[src/rtl/fpa_arr_loader_if.sv]
// Stream-in / adder-side bundle for fpa_arr_loader.
// The master modport is the loader; the slave modport is the upstream source and the adder.
interface fpa_arr_loader_if #(
    parameter int DATA_WIDTH = 32,
    parameter int N          = 9
);
    logic [DATA_WIDTH-1:0]        iS_DATA;
    logic                         iS_VALID;
    logic                         iS_LAST;
    logic [1:0]                   iS_OPERATION;
    logic                         oS_READY;
    logic [N:0][DATA_WIDTH-1:0]   oFPA_NUMBERS;
    logic [1:0]                   oFPA_OPERATION;
    logic                         oEN;
    logic [DATA_WIDTH-1:0]        iFPA_RESULT;
    logic [2:0]                   iFPA_FLAGS;
    logic                         iFPA_DATA_VALID;
    logic [DATA_WIDTH-1:0]        oRESULT;
    logic [2:0]                   oFLAGS;
    logic                         oRESULT_VALID;
    logic                         oTIMEOUT;

    modport master (
        input  iS_DATA, iS_VALID, iS_LAST, iS_OPERATION,
        input  iFPA_RESULT, iFPA_FLAGS, iFPA_DATA_VALID,
        output oS_READY, oFPA_NUMBERS, oFPA_OPERATION, oEN,
        output oRESULT, oFLAGS, oRESULT_VALID, oTIMEOUT
    );

    modport slave (
        output iS_DATA, iS_VALID, iS_LAST, iS_OPERATION,
        output iFPA_RESULT, iFPA_FLAGS, iFPA_DATA_VALID,
        input  oS_READY, oFPA_NUMBERS, oFPA_OPERATION, oEN,
        input  oRESULT, oFLAGS, oRESULT_VALID, oTIMEOUT
    );
endinterface

[src/rtl/fpa_arr_loader.sv]
// Feeder for the array FP adder: gathers a frame of up to N+1 words, zero-pads it,
// holds it on the adder while enabled, then returns the result/flags or a timeout pulse.
module fpa_arr_loader #(
    parameter int DATA_WIDTH     = 32,
    parameter int N              = 9,
    parameter int TIMEOUT_CYCLES = 1024
) (
    input  logic             iCLK,
    input  logic             iNRESET,
    fpa_arr_loader_if.master bus
);
    localparam int CW = (N > 0) ? $clog2(N + 1) : 1;
    localparam int TW = $clog2(TIMEOUT_CYCLES);
    localparam logic [CW-1:0] CNT_LAST   = CW'(N);
    localparam logic [TW-1:0] TIMER_LAST = TW'(TIMEOUT_CYCLES - 1);

    typedef enum logic [1:0] {
        S_FILL,
        S_PAD,
        S_WAIT
    } state_t;

    state_t                     state_q, state_d;
    logic [CW-1:0]              cnt_q, cnt_d;
    logic [TW-1:0]              timer_q, timer_d;
    logic [N:0][DATA_WIDTH-1:0] numbers_q, numbers_d;
    logic [1:0]                 op_q, op_d;
    logic [DATA_WIDTH-1:0]      result_q, result_d;
    logic [2:0]                 flags_q, flags_d;
    logic                       result_valid_q, result_valid_d;
    logic                       timeout_q, timeout_d;
    logic                       ready_q, ready_d;
    logic                       en_q, en_d;

    always_ff @(posedge iCLK) begin
        if (!iNRESET) begin
            state_q        <= S_FILL;
            cnt_q          <= '0;
            timer_q        <= '0;
            numbers_q      <= '0;
            op_q           <= '0;
            result_q       <= '0;
            flags_q        <= '0;
            result_valid_q <= 1'b0;
            timeout_q      <= 1'b0;
            ready_q        <= 1'b0;
            en_q           <= 1'b0;
        end else begin
            state_q        <= state_d;
            cnt_q          <= cnt_d;
            timer_q        <= timer_d;
            numbers_q      <= numbers_d;
            op_q           <= op_d;
            result_q       <= result_d;
            flags_q        <= flags_d;
            result_valid_q <= result_valid_d;
            timeout_q      <= timeout_d;
            ready_q        <= ready_d;
            en_q           <= en_d;
        end
    end

    always_comb begin
        state_d        = state_q;
        cnt_d          = cnt_q;
        timer_d        = timer_q;
        numbers_d      = numbers_q;
        op_d           = op_q;
        result_d       = result_q;
        flags_d        = flags_q;
        result_valid_d = 1'b0;
        timeout_d      = 1'b0;

        unique case (state_q)
            S_FILL: begin
                // ready_q gates acceptance so the first cycle after reset takes nothing
                if (bus.iS_VALID && ready_q) begin
                    numbers_d[cnt_q] = bus.iS_DATA;
                    if (cnt_q == '0) begin
                        op_d = bus.iS_OPERATION;
                    end
                    if (cnt_q == CNT_LAST) begin
                        cnt_d   = '0;
                        timer_d = '0;
                        state_d = S_WAIT;
                    end else begin
                        cnt_d = cnt_q + 1'b1;
                        if (bus.iS_LAST) begin
                            state_d = S_PAD;
                        end
                    end
                end
            end
            S_PAD: begin
                numbers_d[cnt_q] = '0;
                if (cnt_q == CNT_LAST) begin
                    cnt_d   = '0;
                    timer_d = '0;
                    state_d = S_WAIT;
                end else begin
                    cnt_d = cnt_q + 1'b1;
                end
            end
            S_WAIT: begin
                timer_d = timer_q + 1'b1;
                if (bus.iFPA_DATA_VALID) begin
                    result_d       = bus.iFPA_RESULT;
                    flags_d        = bus.iFPA_FLAGS;
                    result_valid_d = 1'b1;
                    cnt_d          = '0;
                    timer_d        = '0;
                    state_d        = S_FILL;
                end else if (timer_q == TIMER_LAST) begin
                    timeout_d = 1'b1;
                    cnt_d     = '0;
                    timer_d   = '0;
                    state_d   = S_FILL;
                end
            end
            default: begin
                cnt_d   = '0;
                timer_d = '0;
                state_d = S_FILL;
            end
        endcase

        // Handshake and enable are registered from the next state so both drop to 0 in reset
        ready_d = (state_d == S_FILL);
        en_d    = (state_d == S_WAIT);
    end

    assign bus.oS_READY       = ready_q;
    assign bus.oEN            = en_q;
    assign bus.oFPA_NUMBERS   = numbers_q;
    assign bus.oFPA_OPERATION = op_q;
    assign bus.oRESULT        = result_q;
    assign bus.oFLAGS         = flags_q;
    assign bus.oRESULT_VALID  = result_valid_q;
    assign bus.oTIMEOUT       = timeout_q;
endmodule
[src/flat_wrapper.sv]
// flat-port wrapper written by rule: the top's interface ports become plain ports
module fpa_arr_loader_flat 
#(
    parameter int DATA_WIDTH     = 32,
    parameter int N              = 9,
    parameter int TIMEOUT_CYCLES = 1024
)
  (iCLK, iNRESET, bus_iS_DATA, bus_iS_VALID, bus_iS_LAST, bus_iS_OPERATION, bus_iFPA_RESULT, bus_iFPA_FLAGS, bus_iFPA_DATA_VALID, bus_oS_READY, bus_oFPA_NUMBERS, bus_oFPA_OPERATION, bus_oEN, bus_oRESULT, bus_oFLAGS, bus_oRESULT_VALID, bus_oTIMEOUT);
  fpa_arr_loader_if #(.DATA_WIDTH(DATA_WIDTH), .N(N)) bus_i ();
  input  logic iCLK;
  input  logic iNRESET;
  input wire logic [$bits(bus_i.iS_DATA)-1:0] bus_iS_DATA;
  input wire logic [$bits(bus_i.iS_VALID)-1:0] bus_iS_VALID;
  input wire logic [$bits(bus_i.iS_LAST)-1:0] bus_iS_LAST;
  input wire logic [$bits(bus_i.iS_OPERATION)-1:0] bus_iS_OPERATION;
  input wire logic [$bits(bus_i.iFPA_RESULT)-1:0] bus_iFPA_RESULT;
  input wire logic [$bits(bus_i.iFPA_FLAGS)-1:0] bus_iFPA_FLAGS;
  input wire logic [$bits(bus_i.iFPA_DATA_VALID)-1:0] bus_iFPA_DATA_VALID;
  output wire logic [$bits(bus_i.oS_READY)-1:0] bus_oS_READY;
  output wire logic [$bits(bus_i.oFPA_NUMBERS)-1:0] bus_oFPA_NUMBERS;
  output wire logic [$bits(bus_i.oFPA_OPERATION)-1:0] bus_oFPA_OPERATION;
  output wire logic [$bits(bus_i.oEN)-1:0] bus_oEN;
  output wire logic [$bits(bus_i.oRESULT)-1:0] bus_oRESULT;
  output wire logic [$bits(bus_i.oFLAGS)-1:0] bus_oFLAGS;
  output wire logic [$bits(bus_i.oRESULT_VALID)-1:0] bus_oRESULT_VALID;
  output wire logic [$bits(bus_i.oTIMEOUT)-1:0] bus_oTIMEOUT;
  assign bus_i.iS_DATA = bus_iS_DATA;
  assign bus_i.iS_VALID = bus_iS_VALID;
  assign bus_i.iS_LAST = bus_iS_LAST;
  assign bus_i.iS_OPERATION = bus_iS_OPERATION;
  assign bus_i.iFPA_RESULT = bus_iFPA_RESULT;
  assign bus_i.iFPA_FLAGS = bus_iFPA_FLAGS;
  assign bus_i.iFPA_DATA_VALID = bus_iFPA_DATA_VALID;
  assign bus_oS_READY = bus_i.oS_READY;
  assign bus_oFPA_NUMBERS = bus_i.oFPA_NUMBERS;
  assign bus_oFPA_OPERATION = bus_i.oFPA_OPERATION;
  assign bus_oEN = bus_i.oEN;
  assign bus_oRESULT = bus_i.oRESULT;
  assign bus_oFLAGS = bus_i.oFLAGS;
  assign bus_oRESULT_VALID = bus_i.oRESULT_VALID;
  assign bus_oTIMEOUT = bus_i.oTIMEOUT;
  fpa_arr_loader #(.DATA_WIDTH(DATA_WIDTH), .N(N), .TIMEOUT_CYCLES(TIMEOUT_CYCLES)) u_core (.iCLK(iCLK), .iNRESET(iNRESET), .bus(bus_i));
endmodule
[config.mk]
export PLATFORM = sky130hd
export DESIGN_NAME = fpa_arr_loader_flat
export DESIGN_NICKNAME = d
export VERILOG_FILES = /design/src/rtl/fpa_arr_loader_if.sv /design/src/rtl/fpa_arr_loader.sv /design/src/flat_wrapper.sv
export SDC_FILE = /design/constraint.sdc
export NUM_CORES = 1
export LEC_CHECK = 0
export ABC_CLOCK_PERIOD_IN_PS = 1900
export CELL_PAD_IN_SITES_DETAIL_PLACEMENT = 1
export CELL_PAD_IN_SITES_GLOBAL_PLACEMENT = 2
export CORE_MARGIN = 3
export CORE_UTILIZATION = 24
export DETAILED_ROUTE_END_ITERATION = 16
export PLACE_DENSITY = 0.77
export SETUP_SLACK_MARGIN = 0.5
export SKIP_LAST_GASP = 1
export SYNTH_ARGS = -nofsm -noshare
export SYNTH_HDL_FRONTEND = slang
export SYNTH_SLANG_ARGS = --single-unit
export TNS_END_PERCENT = 1
[constraint.sdc]
create_clock -name iCLK -period 1.9 [get_ports iCLK]
set_clock_uncertainty 0.15 [all_clocks]
set_input_delay 0.38 -clock iCLK [delete_from_list [all_inputs] [get_ports iCLK]]
set_output_delay 0.38 -clock iCLK [all_outputs]
set_load 0.1 [all_outputs]
Word level (Yosys, flattened, before mapping)
Cells that the tools add are included.
{"block": "totals", "word_cells": 71, "mem_bits_rw": 0, "rom_bits": 0, "reg_bits": 377, "latch_bits": 0, "mem_count": 0}
{"block": "classes", "n_mux": 24, "shifts": 0, "n_addsub": 2, "n_div": 0, "n_lt_le_gt_ge": 2, "eq_ne": 7, "n_mul": 0, "bitwise": 4, "n_reduce_logical": 12}
{"op": "$pmux 320 s2", "count": 1}
{"op": "$and 320x320->320", "count": 1}
{"op": "$bwmux 320", "count": 1}
{"op": "$mux 320", "count": 1}
{"op": "$not 320->320", "count": 1}
{"op": "$demux 32 s4", "count": 1}
{"op": "$mux 10", "count": 4}
{"op": "$mux 32", "count": 1}
{"op": "$pmux 10 s3", "count": 1}
{"op": "$mux 4", "count": 4}
{"op": "$mux 2", "count": 6}
{"op": "$pmux 4 s3", "count": 1}
{"op": "$add 10x1->10 const B", "count": 1}
{"op": "$eq 10x10->1 const B", "count": 1}
{"op": "$reduce_and 2->1", "count": 4}
{"op": "$pmux 2 s3", "count": 1}
{"op": "$lt 4x5->1 const B", "count": 1}
{"op": "$add 4x1->4 const B", "count": 1}
{"op": "$eq 2x2->1 const B", "count": 2}
{"op": "$eq 4x4->1 const B", "count": 1}
{"op": "$ge 4x1->1 const B", "count": 1}
{"op": "$logic_not 2->1", "count": 2}
{"op": "$logic_not 4->1", "count": 1}
{"op": "$ne 3x2->1 const B", "count": 1}
{"op": "8 further kinds", "count": 11}

Longest topological paths before layout
{"block": "depth", "depth_word": 7, "mapped_depth": 8, "ltp_nobuf": 5}

Worst setup path before layout
No wires, ideal clock.
{"block": "synth_path", "kind": "reg-to-reg", "from": "register u_core.ready_q, in the netlist u_core.bus.oS_READY", "to": "register u_core.numbers_q (netlist bit u_core.bus.oFPA_NUMBERS[226])", "stages_incl_launch_ff": 7, "setup_ns": 0.128, "period_less_slack_ns": 2.445, "arrival_ns": 2.168, "path_slack_ns": -0.545, "path_buffers": 2, "cell_sequence": "dfxtp_1 > a211o_1 > or4b_1 > buf_2 > buf_6 > a22oi_2 > nor2_1"}
{"block": "synth_between", "elab_chain_len": 3}
{"element": "from (decl)", "line": "fpa_arr_loader.sv:32", "source": "logic ready_q, ready_d;"}
{"element": "from (signal assigned)", "line": "fpa_arr_loader.sv:58", "source": "ready_q <= ready_d;"}
{"element": "$logic_and 1x1->1", "line": "fpa_arr_loader.sv:77", "source": "if (bus.iS_VALID && ready_q) begin"}
{"element": "$ne 2x1->1 (no source line)"}
{"element": "$reduce_and 2->1 (no source line)"}
{"element": "to (signal assigned)", "line": "fpa_arr_loader.sv:52", "source": "numbers_q <= numbers_d;"}
{"element": "to (decl)", "line": "fpa_arr_loader.sv:26", "source": "logic [N:0][DATA_WIDTH-1:0] numbers_q, numbers_d;"}
Every way passes these cells.
A chain may end at the register's enable or synchronous reset.

Worst setup path after layout
{"block": "layout_path", "from": "register u_core.ready_q, in the netlist u_core.bus.oS_READY", "to": "register u_core.numbers_q (netlist bit u_core.bus.oFPA_NUMBERS[147])"}
Same word-level chain as after synthesis.

==> flow_summary_export.csv <==
group,metric,value,unit
synth,synth_cell_types,52,
sta,finalSetupViolCount,83,
detailed_routing,vias_per_cell,4.89,
clocking,cts_hold_buf,0,
sta,finalSetupTns,-2.43,ns
synth,synth_area_per_cell,9.37,µm²
sta,rsz0062_at_grt,"true",
clocking,clk_latency,0.57,ns
floorplanning,die_h,243,µm
setup_path,critPathLaunchType,"flop",
clocking,clock_path_buffers,3,
setup_path,cp_slowest_cell,"dfxtp_4",
global_routing,grt_use_total,21.1,%
synth,syn_area,13500,µm²
setup_path,cpMostUsedCell,"buf_12",
sta,hold_violations,0,
setup_path,cpPeakStageDelay,0.35,ns
setup_path,end_kind,"flop",
sta,tightest_slew,0.680,ns
clocking,cts_tree,"built",
status,status,"finished with violations",
setup_path,path_cells,"buf_6 > nand3b_1 > buf_4 > buf_12 > nor4_4 > buf_6 > buf_12 > buf_12 > a22oi_1 > nor2_1",
floorplanning,ios,435,
global_routing,grt_max_degree,47,
placement,preCtsSetupSlack,-0.665,ns
finish,fin_cells,2660,
clocking,cts.sink_count,377,
finish,syn_to_final_growth,83.9,%
sta,setup_ws,-0.0757,ns
synth,ys_ff_latch,377,
setup_path,crit_required,2.27,ns
run,drv_cap,0,
clocking,cts_root_buf,"clkbuf_16",
finish,drive_above_1_share,32.9,%
floorplanning,die_w,243,µm
clocking,cts_buffers,44,
floorplanning,row_count,86,
pwr,vdd_drop_max,568,µV
min_path,worst_hold_path_type,"input pin to flop",
pwr,p_per_area,740,nW/µm²
finish,final_util,44.8,%
global_routing,grt_overflow,0,
detailed_routing,num_vias,13000,
status,violations,"negative setup slack",
detailed_routing,finalWirelength,63800,µm
detailed_routing,drt-initial-drc-count,772,
floorplanning,start_util,24.4,%
setup_path,critPathMaxFanout,8,
detailed_routing,route.detailed.drc,0,
synth,syn_inst,1441,
finish,fill_cells,5817,
sta,slew_headroom,54.7,%
synth,synth_seq_area_share,55.9,%
clocking,cts_max_level,2,
clocking,clk_pin_slew,0.06,ns
global_routing,grt_pass1_wl,94600,µm
finish,diodes,0,
placement,dp_hpwl,44100,µm
floorplanning,core_area,55400,µm²
placement,place_congestion,0.772,
synth,ys_warn_count,0,
synth,async_flop_share,0,%
floorplanning,die_area,59200,µm²
sta,finalMaxSlewViolations,0,
detailed_routing,avgRoutedWirePerCell,24.0,µm
synth,synthFlopType,"dfxtp_1",
placement,place_inst,2555,
placement,io_buffers,434,
finish,multiInputGateArea,5380,µm²
sta,fmax,506,MHz
finish,final-seq-area,7560,µm²
sta,fin_crit,1.98,ns
detailed_routing,firstDrtPassIters,5,
global_routing,first_global_vias,14000,
setup_path,worstPathArrival,2.35,ns
synth,synth_nets,1516,
pwr,p_leak,9.14,nW
sta,post-route-period-util,104,%
finish,nets,1959,
setup_path,path_class,"flop to flop",
detailed_routing,final_antenna_net_count,0,
synth,synth_edf_count,0,
global_routing,grt_antenna_before_repair,1,
where the power goes:
part           internal, W  switching [W]  total [W]  leakage (nW)
Combinational     0.000631        0.00117    0.00180          5.39
Clock              0.00504        0.00351    0.00855         0.707
Sequential         0.00797      0.0000698    0.00804          3.04
Total               0.0136        0.00475     0.0184          9.14
Yosys cell counts, types with 2 or more instances:
master | count | area [µm²]
nand4b_1 | 8 | 70.1
a31oi_1 | 4 | 25.0
nand2_1 | 82 | 308
nand2b_1 | 3 | 18.8
nand4_1 | 2 | 12.5
nor2b_1 | 5 | 31.3
nor3_2 | 2 | 20.0
dfxtp_1 | 377 | 7550
nand3b_1 | 7 | 52.6
and2_1 | 33 | 206
nand3_1 | 6 | 30.0
and3b_1 | 3 | 26.3
a22oi_2 | 30 | 375
and3_1 | 3 | 18.8
nor3_1 | 5 | 25.0
nor4_2 | 4 | 50.1
o211ai_1 | 2 | 15.0
buf_2 | 54 | 270
or3_1 | 4 | 25.0
inv_1 | 3 | 11.3
a21oi_1 | 45 | 225
a22oi_1 | 291 | 2180
clkbuf_1 | 101 | 379
nor2_1 | 329 | 1230
buf_6 | 4 | 45.0
o21ai_0 | 8 | 40.0
path summary, 6_finish.rpt:
check / startpoint / end / slack [ns] / depth (start not counted)
max: u_core.bus.oS_READY / u_core.bus.oFPA_NUMBERS[147] / -0.08 / 10
min: bus_iFPA_RESULT[20] / u_core.bus.oRESULT[20] / 0.21 / 3
max reg2reg: u_core.bus.oS_READY / u_core.bus.oFPA_NUMBERS[147] / -0.08 / 10
min reg2reg: u_core.bus.oFLAGS[0] / u_core.bus.oFLAGS[0] / 0.34 / 2
cell usage in the layout (no fill, tap or decap), types with 3 or more instances in the layout:
master,count
a21oi_1,45
a22oi_1,285
a22oi_2,36
a31oi_1,4
and2_1,16
and2_2,15
and3_1,3
buf_12,395
buf_16,3
buf_4,73
buf_6,9
bufbuf_16,4
bufinv_16,3
clkbuf_1,9
clkbuf_16,45
clkbuf_8,7
clkdlybuf4s50_1,72
clkinv_2,5
dfxtp_1,373
nand2_1,82
nand3_1,6
nand3b_1,7
nand4b_1,8
nor2_1,329
nor2b_1,3
nor3_1,3
nor4_4,4
o21ai_0,8
or3_1,4
sequential cells by signal, summed over array words and instances (netlist names):
register,count
u_core.bus.oRESULT,32
u_core.cnt_q,4
u_core.bus.oRESULT_VALID,1
u_core.bus.oEN,1
u_core.bus.oFLAGS,3
u_core.state_q,2
u_core.bus.oTIMEOUT,1
u_core.bus.oFPA_NUMBERS,320
u_core.bus.oS_READY,1
u_core.bus.oFPA_OPERATION,2
u_core.timer_q,10
timing repair:
item	4_1_cts	5_1_grt
cloned	7	0
pin swaps	9	2
setup buffers	22	2
gates resized for setup	40	7
endpoints found under the setup margin	737	735
per-layer routing:
metal | GRT usage [%] | part of all wire [%]
met1 | 25.2 | 41
met2 | 35.5 | 49
met3 | 6.20 | 7.0
met4 | 8.17 | 3.6
met5 | 0 | 0
through the flow:
| step | hold slack, ns | total power [W] | area, µm² |
|---|---|---|---|
| 5_1_grt | 0.194 | 0.0191 | 24800 |
| 3_3_place_gp | 0.325 | 0.00993 | 22900 |
| 4_1_cts | 0.166 | 0.0186 | 24800 |
| 6_report | 0.209 | 0.0184 | 24800 |
| 2_1_floorplan | 0.299 | 0.00908 | 13500 |
| 3_5_place_dp | 0.337 | 0.00995 | 22900 |
cell type report:
type / instances / area share, %
multi-input combinational: 901 / 21.7
clock buffer: 61 / 5.06
sequential: 377 / 30.4
clock inverter: 13 / 0.766
inverter: 3 / 0.0756
timing repair buffer: 557 / 38.2
tap: 748 / 3.77
critical path, delay by kind of cell (launching register included):
family | cells | cell delay [ns]
flops | 1 | 0.35
compound gates | 1 | 0.10
simple gates | 3 | 0.48
buf+inv | 6 | 0.84
logic make-up (layout without fill, tap and decap cells):
family,Yosys count,in the layout,synth area share [%]
DFF,377,377,55.9
adders and majority gates,1,1,0.0926
xor gates and xnor gates,1,1,0.0649
buffers and inverters,163,634,5.28
and+or+nand+nor,506,506,16.5
AOI/OAI and AO/OA,393,393,22.1
Note: power is estimated with default switching activity, not from simulation.
==> RTL edit: new RTL, same flow settings <==
Make the reset (`iNRESET`) asynchronous in one clocked block.
--- a/src/rtl/fpa_arr_loader.sv
+++ b/src/rtl/fpa_arr_loader.sv
@@ -32,7 +32,7 @@
     logic                       ready_q, ready_d;
     logic                       en_q, en_d;
 
-    always_ff @(posedge iCLK) begin
+    always_ff @(posedge iCLK or negedge iNRESET) begin
         if (!iNRESET) begin
             state_q        <= S_FILL;
             cnt_q          <= '0;
Check against the original RTL: differs if iNRESET is asserted again (counterexample within 4 cycles, from zero or initial values and one cycle with iNRESET low); with iNRESET held inactive, the same outputs for 4 cycles.
==> RTL edit against the unedited design <==
The flow still finishes with violations (setup timing). Count of clock-buffer cells in the layout decreased by 3. Worst setup slack got worse by 38 ps. Wire length decreased by 11%. Sequential cell count unchanged. Non-clock buffer count decreased by 24. Final cell count decreased by 5.3%. Area after synthesis increased by 7.1%. Design area increased by 5.1%. Critical endpoint is now u_core.bus.oFPA_NUMBERS[289]$_DFFE_PN0P_.
Power is not shown: default switching activity piles up to over one toggle a cycle in this logic, so the estimate is an artifact.
==> RTL edit: results (changes against the unedited design) <==
Logic synthesis
  – Synth Area in Adders: 0.0865% (-0.0061 points)
  – Synth Area in XOR/XNOR: 0% (-0.065 points)
  – Compound-Gate Fraction of Synth Area: 7.01% (-15 points)
  – Fraction of the yosys area taken by sequential cells: 65.2% (+9.4 points)
  – Mux share of post-synthesis cell area: 13.6% (+14 points)
  – Ranking of synthesized cells by area: dfrtp_1 65%, mux2_2 9.7%, nand2_1 8.0%
  – Commonest cells in the netlist: 377 x dfrtp_1, 309 x nand2_1, 169 x o21ai_0
  – Synth cell types: 43 (-17%)
  – Syn_nets: 1275 (-16%)

Critical path
  – R2R Setup Slk: -110 ps (-40 ps)
  – Worst reg2reg path endpoint: u_core.bus.oFPA_NUMBERS[289]$_DFFE_PN0P_
  – Reg2Reg Depth: 5 (-5)
  – CP max FO: 15 (+7)

Run status
  – Status: finished, violations left
  – Violated checks: setup timing

Global routing
  – Antenna violations before repair: 2 (+1)
  – Largest net degree at the start of global routing: 78 (+66%)
  – Aggregate global-route resource usage: 17.5% (-3.6 points)
  – First-pass GRT wire length: 83200 um (-12%)
  – Vias in the first global route: 12758 (-8.7%)

Hold path
  – Hold WC Path Type: in -> async

Timing
  – Worst-margin pin slew: 448 ps (-232 ps)
  – PnR worst setup slack: -114 ps (-37.9 ps)
  – Setup-failing EPs final: 178 (+110%)

Routing
  – Met2 Wirelength: 28400 um (-8.6%)
  – Vias per inst: 4.47 (-8.5%)
  – Routed length on met1: 22600 um (-13%)
  – WL met3: 3800 um (-15%)
  – Routed WL per cell: 22.6 um (-5.8%)
  – DR iter-0 viols: 385 (-50%)
  – DRT Pass-1 Iters: 4 (-1)

Cells and area
  – Fin nets: 1782 (-9.0%)
  – Layout cells sized above 1: 41.0% (+8.0 points)

Place
  – RePlAce Congestion: 0.766 (-0.71%)
  – Dpl cell area: 24000 sq um (+4.8%)
  – HPWL Detailed: 39800 um (-9.7%)
[RTL edit: area by class of cell]
type | instances | area [sq um]
fillers | 5985 | 33300
flip-flops and latches | 377 | 9440
repair buffers | 533 | 9300
multi-input cells | 749 | 4780
clock buffers | 58 | 1230
well taps | 773 | 967
clock inverters | 24 | 368
diodes | 4 | 10.0
inverters | 2 | 7.51
[RTL edit: metal layers]
metal / vias up / global-route usage (%)
met5: - / 0
met3: 103 / 5.42
met1: 5762 / 20.4
li1: 5053 / -
met4: 0 / 6.65
met2: 356 / 30.2
[RTL edit: cells by family (layout without fill, tap and decap cells)]
logic type,after synthesis,count (layout)
and+or+nand+nor,393,393
DFF,377,377
AOI/OAI and AO/OA,190,190
muxes,165,165
buffers and inverters,74,617
adders and majority gates,1,1
other,0,4
[RTL edit: worst max-delay path by stage]
| stage | to | cells past startpoint | slack [ps] |
|---|---|---|---|
| finish | u_core.bus.oFPA_NUMBERS[289]$_DFFE_PN0P_ | 5 | -110 |
| global route | u_core.bus.oFPA_NUMBERS[288]$_DFFE_PN0P_ | 5 | -150 |
| CTS | u_core.bus.oFPA_NUMBERS[289]$_DFFE_PN0P_ | 5 | -110 |
| detailed placement | u_core.bus.oFPA_NUMBERS[280]$_DFFE_PN0P_ | 7 | -510 |
| global placement | u_core.bus.oFPA_NUMBERS[258]$_DFFE_PN0P_ | 7 | -450 |
| floorplan | u_core.bus.oFPA_NUMBERS[291]$_DFFE_PN0P_ | 6 | -90 |
[RTL edit: per-stage QoR]
step	cells	worst slack [ps]	utilization, %	hold WS, ps	setup TNS [ps]
floorplan	1200	-85.9	-	-65.6	-7310
global placement	2408	-453	40.4	118	-100120
detailed placement	2408	-508	40.4	120	-107440
CTS	2505	-112	43.6	97.1	-9370
global route	2518	-154	44.0	139	-22380
finish	2520	-114	44.0	123	-8420
[RTL edit: worst max-delay path, cell delays in order, from the launching register on]
cell and delay, ps:
dfrtp_2 430, buf_4 160, and4bb_2 340, and3_4 260
buf_12 180, mux2_2 360
[RTL edit: what timing repair did]
action | in CTS | in global routing
endpoints found under the hold margin | 232 | 0
setup buffers | 7 | 7
cloned | 7 | 4
resized for setup | 10 | 27
hold buffers | 1 | 0
endpoints found under the setup margin | 737 | 738
pin swaps | 3 | 6
